File: src/rtl/ldm_scan_ctrl.sv
// LED dot-matrix scan controller: frame buffer, serial column shift, row latch
// and brightness-weighted row enable. All outputs come straight from flops.
//
// state     | meaning
// S_IDLE    | scan stopped, all outputs low, row counter at 0
// S_SHIFT   | shifting current row out on LDM_CLK/LDM_DATA, MSB first
// S_LATCH   | one-cycle latch pulse, row address presented, brightness sampled
// S_DISPLAY | row lit for bright*ON_UNIT of the 15*ON_UNIT window
module ldm_scan_ctrl #(
    parameter int ROWS    = 16,
    parameter int ADDR_W  = 4,
    parameter int COLS    = 16,
    parameter int DIV     = 2,
    parameter int ON_UNIT = 4
) (
    input  logic              clk,
    input  logic              rstn,
    input  logic              en,
    input  logic [3:0]        bright,
    input  logic              wr_en,
    input  logic [ADDR_W-1:0] wr_row,
    input  logic [COLS-1:0]   wr_data,
    output logic              LDM_CLK,
    output logic              LDM_DATA,
    output logic              LDM_LATCH,
    output logic              LDM_ADDR_EN,
    output logic [ADDR_W-1:0] LDM_ADDR,
    output logic              frame_done
);

    localparam int SHIFT_TC = 2 * DIV - 1;
    localparam int DISP_TC  = 15 * ON_UNIT - 1;
    localparam int TMR_MAX  = (SHIFT_TC > DISP_TC) ? SHIFT_TC : DISP_TC;
    localparam int TMR_W    = $clog2(TMR_MAX + 1);
    localparam int BIT_W    = (COLS > 1) ? $clog2(COLS) : 1;

    typedef enum logic [1:0] {S_IDLE, S_SHIFT, S_LATCH, S_DISPLAY} state_t;

    state_t              state, state_n;
    logic [ADDR_W-1:0]   row, row_n;
    logic [BIT_W-1:0]    bit_cnt, bit_n;
    logic [TMR_W-1:0]    tmr, tmr_n;
    logic [COLS-1:0]     shreg, shreg_n;
    logic [3:0]          bright_q, bright_n;
    logic [COLS-1:0]     fb [ROWS];

    logic                clk_q, clk_n;
    logic                data_q, data_n;
    logic                latch_q, latch_n;
    logic                aen_q, aen_n;
    logic [ADDR_W-1:0]   addr_q, addr_n;
    logic                done_q, done_n;

    // Lit while still inside the first b*ON_UNIT cycles of the down-counting window.
    function automatic logic lit(input logic [TMR_W-1:0] t, input logic [3:0] b);
        return int'(t) >= (15 - int'(b)) * ON_UNIT;
    endfunction

    always_comb begin
        state_n  = state;
        row_n    = row;
        bit_n    = bit_cnt;
        tmr_n    = tmr;
        shreg_n  = shreg;
        bright_n = bright_q;
        clk_n    = 1'b0;
        data_n   = 1'b0;
        latch_n  = 1'b0;
        aen_n    = 1'b0;
        addr_n   = addr_q;
        done_n   = 1'b0;
        case (state)
            S_IDLE: begin
                row_n  = '0;
                addr_n = '0;
                if (en) begin
                    state_n = S_SHIFT;
                    shreg_n = fb[0];
                    bit_n   = BIT_W'(COLS - 1);
                    tmr_n   = TMR_W'(SHIFT_TC);
                    data_n  = fb[0][COLS-1];
                end
            end
            S_SHIFT: begin
                if (tmr != '0) begin
                    tmr_n  = tmr - 1'b1;
                    data_n = shreg[COLS-1];
                    clk_n  = (int'(tmr_n) < DIV);
                end else if (bit_cnt != '0) begin
                    bit_n   = bit_cnt - 1'b1;
                    shreg_n = {shreg[COLS-2:0], 1'b0};
                    tmr_n   = TMR_W'(SHIFT_TC);
                    data_n  = shreg[COLS-2];
                end else begin
                    state_n = S_LATCH;
                    latch_n = 1'b1;
                    addr_n  = row;
                end
            end
            S_LATCH: begin
                state_n  = S_DISPLAY;
                bright_n = bright;
                tmr_n    = TMR_W'(DISP_TC);
                aen_n    = lit(tmr_n, bright);
            end
            S_DISPLAY: begin
                if (tmr != '0) begin
                    tmr_n = tmr - 1'b1;
                    aen_n = lit(tmr_n, bright_q);
                end else begin
                    done_n = (row == ADDR_W'(ROWS - 1));
                    row_n  = done_n ? '0 : row + 1'b1;
                    if (en) begin
                        state_n = S_SHIFT;
                        shreg_n = fb[row_n];
                        bit_n   = BIT_W'(COLS - 1);
                        tmr_n   = TMR_W'(SHIFT_TC);
                        data_n  = fb[row_n][COLS-1];
                    end else begin
                        state_n = S_IDLE;
                        row_n   = '0;
                        addr_n  = '0;
                    end
                end
            end
            default: state_n = S_IDLE;
        endcase
    end

    always_ff @(posedge clk) begin
        if (!rstn) begin
            state    <= S_IDLE;
            row      <= '0;
            bit_cnt  <= '0;
            tmr      <= '0;
            shreg    <= '0;
            bright_q <= '0;
            clk_q    <= 1'b0;
            data_q   <= 1'b0;
            latch_q  <= 1'b0;
            aen_q    <= 1'b0;
            addr_q   <= '0;
            done_q   <= 1'b0;
            for (int i = 0; i < ROWS; i++) fb[i] <= '0;
        end else begin
            state    <= state_n;
            row      <= row_n;
            bit_cnt  <= bit_n;
            tmr      <= tmr_n;
            shreg    <= shreg_n;
            bright_q <= bright_n;
            clk_q    <= clk_n;
            data_q   <= data_n;
            latch_q  <= latch_n;
            aen_q    <= aen_n;
            addr_q   <= addr_n;
            done_q   <= done_n;
            // Shift register was loaded from the old contents this same edge.
            if (wr_en && int'(wr_row) < ROWS) fb[wr_row] <= wr_data;
        end
    end

    assign LDM_CLK     = clk_q;
    assign LDM_DATA    = data_q;
    assign LDM_LATCH   = latch_q;
    assign LDM_ADDR_EN = aen_q;
    assign LDM_ADDR    = addr_q;
    assign frame_done  = done_q;

endmodule

File: config.mk
export PLATFORM = sky130hd
export DESIGN_NAME = ldm_scan_ctrl
export DESIGN_NICKNAME = d
export VERILOG_FILES = /design/src/rtl/ldm_scan_ctrl.sv
export SDC_FILE = /design/constraint.sdc
export NUM_CORES = 1
export LEC_CHECK = 0
export BUFFER_PORTS_ARGS = -buffer_cell sky130_fd_sc_hd__buf_4
export CELL_PAD_IN_SITES_DETAIL_PLACEMENT = 0
export CELL_PAD_IN_SITES_GLOBAL_PLACEMENT = 1
export CORE_ASPECT_RATIO = 0.6
export CORE_MARGIN = 10
export CORE_UTILIZATION = 52
export DETAILED_ROUTE_END_ITERATION = 8
export GPL_ROUTABILITY_DRIVEN = 0
export HOLD_SLACK_MARGIN = 0.02
export PLACE_DENSITY = 0.87
export SETUP_SLACK_MARGIN = 0.3
export SLEW_MARGIN = 10
export SYNTH_ARGS = -nofsm -noshare
export SYNTH_HDL_FRONTEND = slang
export SYNTH_SLANG_ARGS = --single-unit
export TNS_END_PERCENT = 1
File: constraint.sdc
create_clock -name clk -period 3.06 [get_ports clk]
set_clock_uncertainty 0.05 [all_clocks]
set_input_delay 0.153 -clock clk [delete_from_list [all_inputs] [get_ports clk]]
set_output_delay 0.153 -clock clk [all_outputs]
set_load 0.02 [all_outputs]
==> run summary <==
## Die
* area of the die: 34300 um2
* Core Area: 26500 um2
* starting density of the core: 0.531
* num ports: 37
* FP Rows: 46
* Die X: 233 um
* Die Y: 148 um

## Clock network
* Bufs on Longest Clock Path: 3
* clock transition at the register clock pins on the worst setup and hold paths after CTS: 0.06 ns
* Max H-tree Level: 1
* CTS tree: done
* TritonCTS Buffers: 28
* buffer type at the clock tree root: sky130_fd_sc_hd__clkbuf_16
* insertion delay of the later-clocked pin in the worst-skew pair: 0.58 ns
* # clock sinks: 301

## Yosys
* post-synthesis simple-gate area fraction: 0.170
* synth unique cells: 61
* sequential area share after synthesis: 0.609
* Gate Count Post-Synth: 1054
* Post-synth ARST share: 0
* ys flop type: sky130_fd_sc_hd__edfxtp_1
* mean instance size in the synthesized netlist: 13.4 um2
* portion of netlist area occupied by mux cells: 0.108
* adder and majority gate portion of the synthesized area: 0.00976
* number of flops mapped to enable cells by yosys: 256
* syn nets: 1093
* ranking of synthesized cells by area: sky130_fd_sc_hd__edfxtp_1, sky130_fd_sc_hd__and2_1, sky130_fd_sc_hd__mux4_2
* cell taking the most area after synthesis: sky130_fd_sc_hd__edfxtp_1
* dominant combinational cell family by area after synthesis: simple AND/OR/NAND/NOR gates
* Synth Warn #: 0
* XOR/XNOR Fraction of Synth Area: 0.00249
* synthesized-area fraction occupied by ao, oa, aoi and oai cells: 0.0699
* post-synthesis cell area: 14100 um2
* proportion of netlist area held by the largest area contributor: 0.545
* flop and latch count out of synthesis: 301

## Critical path
* CP Cell Sequence: ha_4, a31oi_4, clkbuf_16, mux4_2, o22ai_1, or3_1, a31oi_1
* Worst Setup SP: row[0]
* startpoint of the most critical register-to-register path: row[0]
* required time at the worst-slack endpoint: 3.46 ns
* Data arrival, critical path: 3.17 ns
* worst-path cell with the longest stage delay: sky130_fd_sc_hd__mux4_2
* depth of the most critical reg-to-reg path: 7
* Max stage delay on crit path: 0.58 ns
* Setup Crit Path Kind: reg2reg
* worst-path maximum fanout: 19
* flop2flop setup slack: 0.30 ns
* type of origin of the critical path: flip-flop
* Crit. End Element: flip-flop
* crit path capture: shreg[11]
* r2r endpoint: shreg[11]

## Final layout
* final layout net count: 1161
* non-filler instance count after layout: 1505
* layout cells sized above 1: 0.174
* Area Growth Syn to Fin: 13.9%

## Global routing
* total gr overflow: 0
* vias in the first global route: 8653
* GRT Util Overall: 0.217
* initial antenna violation count: 2
* first-pass GRT wire length: 56400 um
* maximum number of pins on one net before global-route repair: 57

## Timing
* crit path time final: 2.76 ns
* number of max-slew violations in the final report: 0
* total negative slack: 0 ns
* number of endpoints with negative hold slack in the final report: 0
* slack of the critical path: 0.295 ns
* upper clock frequency limit: 0.362 GHz
* actual slew at the worst max-slew pin: 0.820 ns
* worst rel slew slack: 0.453
* unrepaired setup endpoints after global routing: true
* final cycle utilization of the critical path: 0.904
* final setup vio count: 0

## Place
* HPWL after detailed placement: 25400 um
* buffers added on ports: 36
* cell count after placement: 1431
* setup slack at placement: 0.332 ns

## Hold path
* HP Class: in2reg

## Drt
* routed wire length: 38000 um
* number of design rule violations left after detail routing: 0
* number of vias per cell after detailed routing: 6.12
* DR vias: 9216
* First-pass DRT Iterations: 5
* antenna violation net count after detailed routing: 0
* Detailed Route Iter0 Violations: 1463
* wire length per cell after detailed routing: 25.3 um

## Flow run
* number of max-cap violations: 0

## Pwr
* static leakage: 0.00574 uW
* worst IR drop on VDD: 0.000401 V
* power per cell area: 662 nW/um2

## Run status
* run status: completed

through the flow:
stage	utilization	instance area, um2	total power (uW)	hold slack, ns
after floorplan	-	14100	6370	0.250
after global placement	0.562	14900	7100	0.347
after detailed placement	0.562	14900	7100	0.357
after CTS	0.603	16000	10600	0.0218
after global routing	0.605	16000	11000	0.0381
final	0.605	16000	10600	0.0384
layer usage:
layer	part of all wire	wire [um]	global-route usage	up-vias
li1	-	-	-	4033
met1	0.46	17400	0.346	4616
met2	0.40	15400	0.290	522
met3	0.13	4820	0.0614	45
met4	0.012	458	0.0310	0
met5	0	0	0	-
cell families (layout without fill, tap and decap cells):
kind of cell / Yosys count / count (layout)
AND/OR/NAND/NOR: 412 / 412
other: 0 / 1
flip-flops: 301 / 301
adder cells (fa/ha/maj): 11 / 11
buffers and inverters: 92 / 182
AO/OA/AOI/OAI: 160 / 160
multiplexers: 74 / 74
XOR/XNOR: 4 / 4
worst min-delay path by stage:
stage / from / end / slack, ns / depth (start not counted)
final: wr_data[5] / fb[8][5] / 0.04 / 2
after floorplan: bright[0] / bright_q[0] / 0.25 / 2
after CTS: wr_data[1] / fb[11][1] / 0.02 / 2
after detailed placement: bright[2] / bright_q[2] / 0.36 / 3
after global placement: bright[3] / bright_q[3] / 0.35 / 3
after global routing: wr_data[5] / fb[3][5] / 0.04 / 2
critical path, delay by kind of cell (launching register included):
kind	cells	cell delay, ns
simple gates	1	0.20
mux	1	0.58
buf+inv	1	0.30
flops	1	0.43
fa+ha+maj	1	0.27
compound gates	3	0.79
placed cells by master (no fill, tap or decap), types with 4 or more instances in the layout:
cell type	count
sky130_fd_sc_hd__a21oi_1	34
sky130_fd_sc_hd__mux4_2	55
sky130_fd_sc_hd__and2_1	261
sky130_fd_sc_hd__nand2b_1	11
sky130_fd_sc_hd__inv_1	15
sky130_fd_sc_hd__a221oi_1	6
sky130_fd_sc_hd__mux2i_1	12
sky130_fd_sc_hd__ha_1	10
sky130_fd_sc_hd__and3_1	4
sky130_fd_sc_hd__edfxtp_1	256
sky130_fd_sc_hd__o21ai_1	13
sky130_fd_sc_hd__a31oi_1	13
sky130_fd_sc_hd__o21ai_0	47
sky130_fd_sc_hd__clkinv_1	7
sky130_fd_sc_hd__or3_1	11
sky130_fd_sc_hd__nand3_1	7
sky130_fd_sc_hd__buf_4	92
sky130_fd_sc_hd__nor2b_1	4
sky130_fd_sc_hd__dlygate4sd3_1	19
sky130_fd_sc_hd__nor2_1	54
sky130_fd_sc_hd__nor3_1	16
sky130_fd_sc_hd__clkbuf_1	7
sky130_fd_sc_hd__nand3b_1	4
sky130_fd_sc_hd__mux4_1	6
sky130_fd_sc_hd__clkbuf_16	29
sky130_fd_sc_hd__nand4_1	8
sky130_fd_sc_hd__dfxtp_1	45
sky130_fd_sc_hd__o22ai_1	15
sky130_fd_sc_hd__nand2_1	19
sky130_fd_sc_hd__a22oi_1	6
what timing repair did:
item,4_1_cts,5_1_grt
endpoints found under the hold margin,209,0
hold buffers,19,0
endpoints found under the setup margin,0,15
buffers inserted,0,1
gates resized for setup,0,1
where the power goes:
group | leakage [uW] | switching (uW) | internal, uW
Clock | 0.000434 | 1550 | 1940
Combinational | 0.00249 | 1340 | 796
Sequential | 0.00281 | 195 | 4800
Total | 0.00574 | 3090 | 7540
state kept, by name, summed over array words and instances, names as in the netlist, 2 cells and up:
signal / flops
state: 2
LDM_ADDR: 4
shreg: 16
tmr: 6
row: 4
bright_q: 4
fb: 256
bit_cnt: 4
cells in the mapped netlist, types with 6 or more instances:
cell	number
sky130_fd_sc_hd__buf_2	6
sky130_fd_sc_hd__nand3_1	7
sky130_fd_sc_hd__dfxtp_1	45
sky130_fd_sc_hd__nor3_1	16
sky130_fd_sc_hd__nor2_1	54
sky130_fd_sc_hd__a221oi_1	6
sky130_fd_sc_hd__inv_1	15
sky130_fd_sc_hd__edfxtp_1	256
sky130_fd_sc_hd__a31oi_1	13
sky130_fd_sc_hd__mux4_2	55
sky130_fd_sc_hd__or3_1	11
sky130_fd_sc_hd__nand4_1	8
sky130_fd_sc_hd__a21oi_1	34
sky130_fd_sc_hd__a22oi_1	6
sky130_fd_sc_hd__nand2b_1	11
sky130_fd_sc_hd__o22ai_1	15
sky130_fd_sc_hd__o21ai_0	59
sky130_fd_sc_hd__mux4_1	6
sky130_fd_sc_hd__and2_1	261
sky130_fd_sc_hd__nand2_1	19
sky130_fd_sc_hd__buf_6	7
sky130_fd_sc_hd__clkbuf_1	61
sky130_fd_sc_hd__mux2i_1	12
sky130_fd_sc_hd__ha_1	11
final cells by class:
| type | instances | area (um2) |
|---|---|---|
| multi-input cells | 661 | 5090 |
| inverters | 15 | 56.3 |
| repair buffers | 115 | 957 |
| clock buffers | 35 | 727 |
| well taps | 360 | 450 |
| clock inverters | 17 | 173 |
| diodes | 1 | 2.50 |
| flip-flops and latches | 301 | 8590 |
| fillers | 2059 | 10500 |
(Power assumes the default switching activity.)
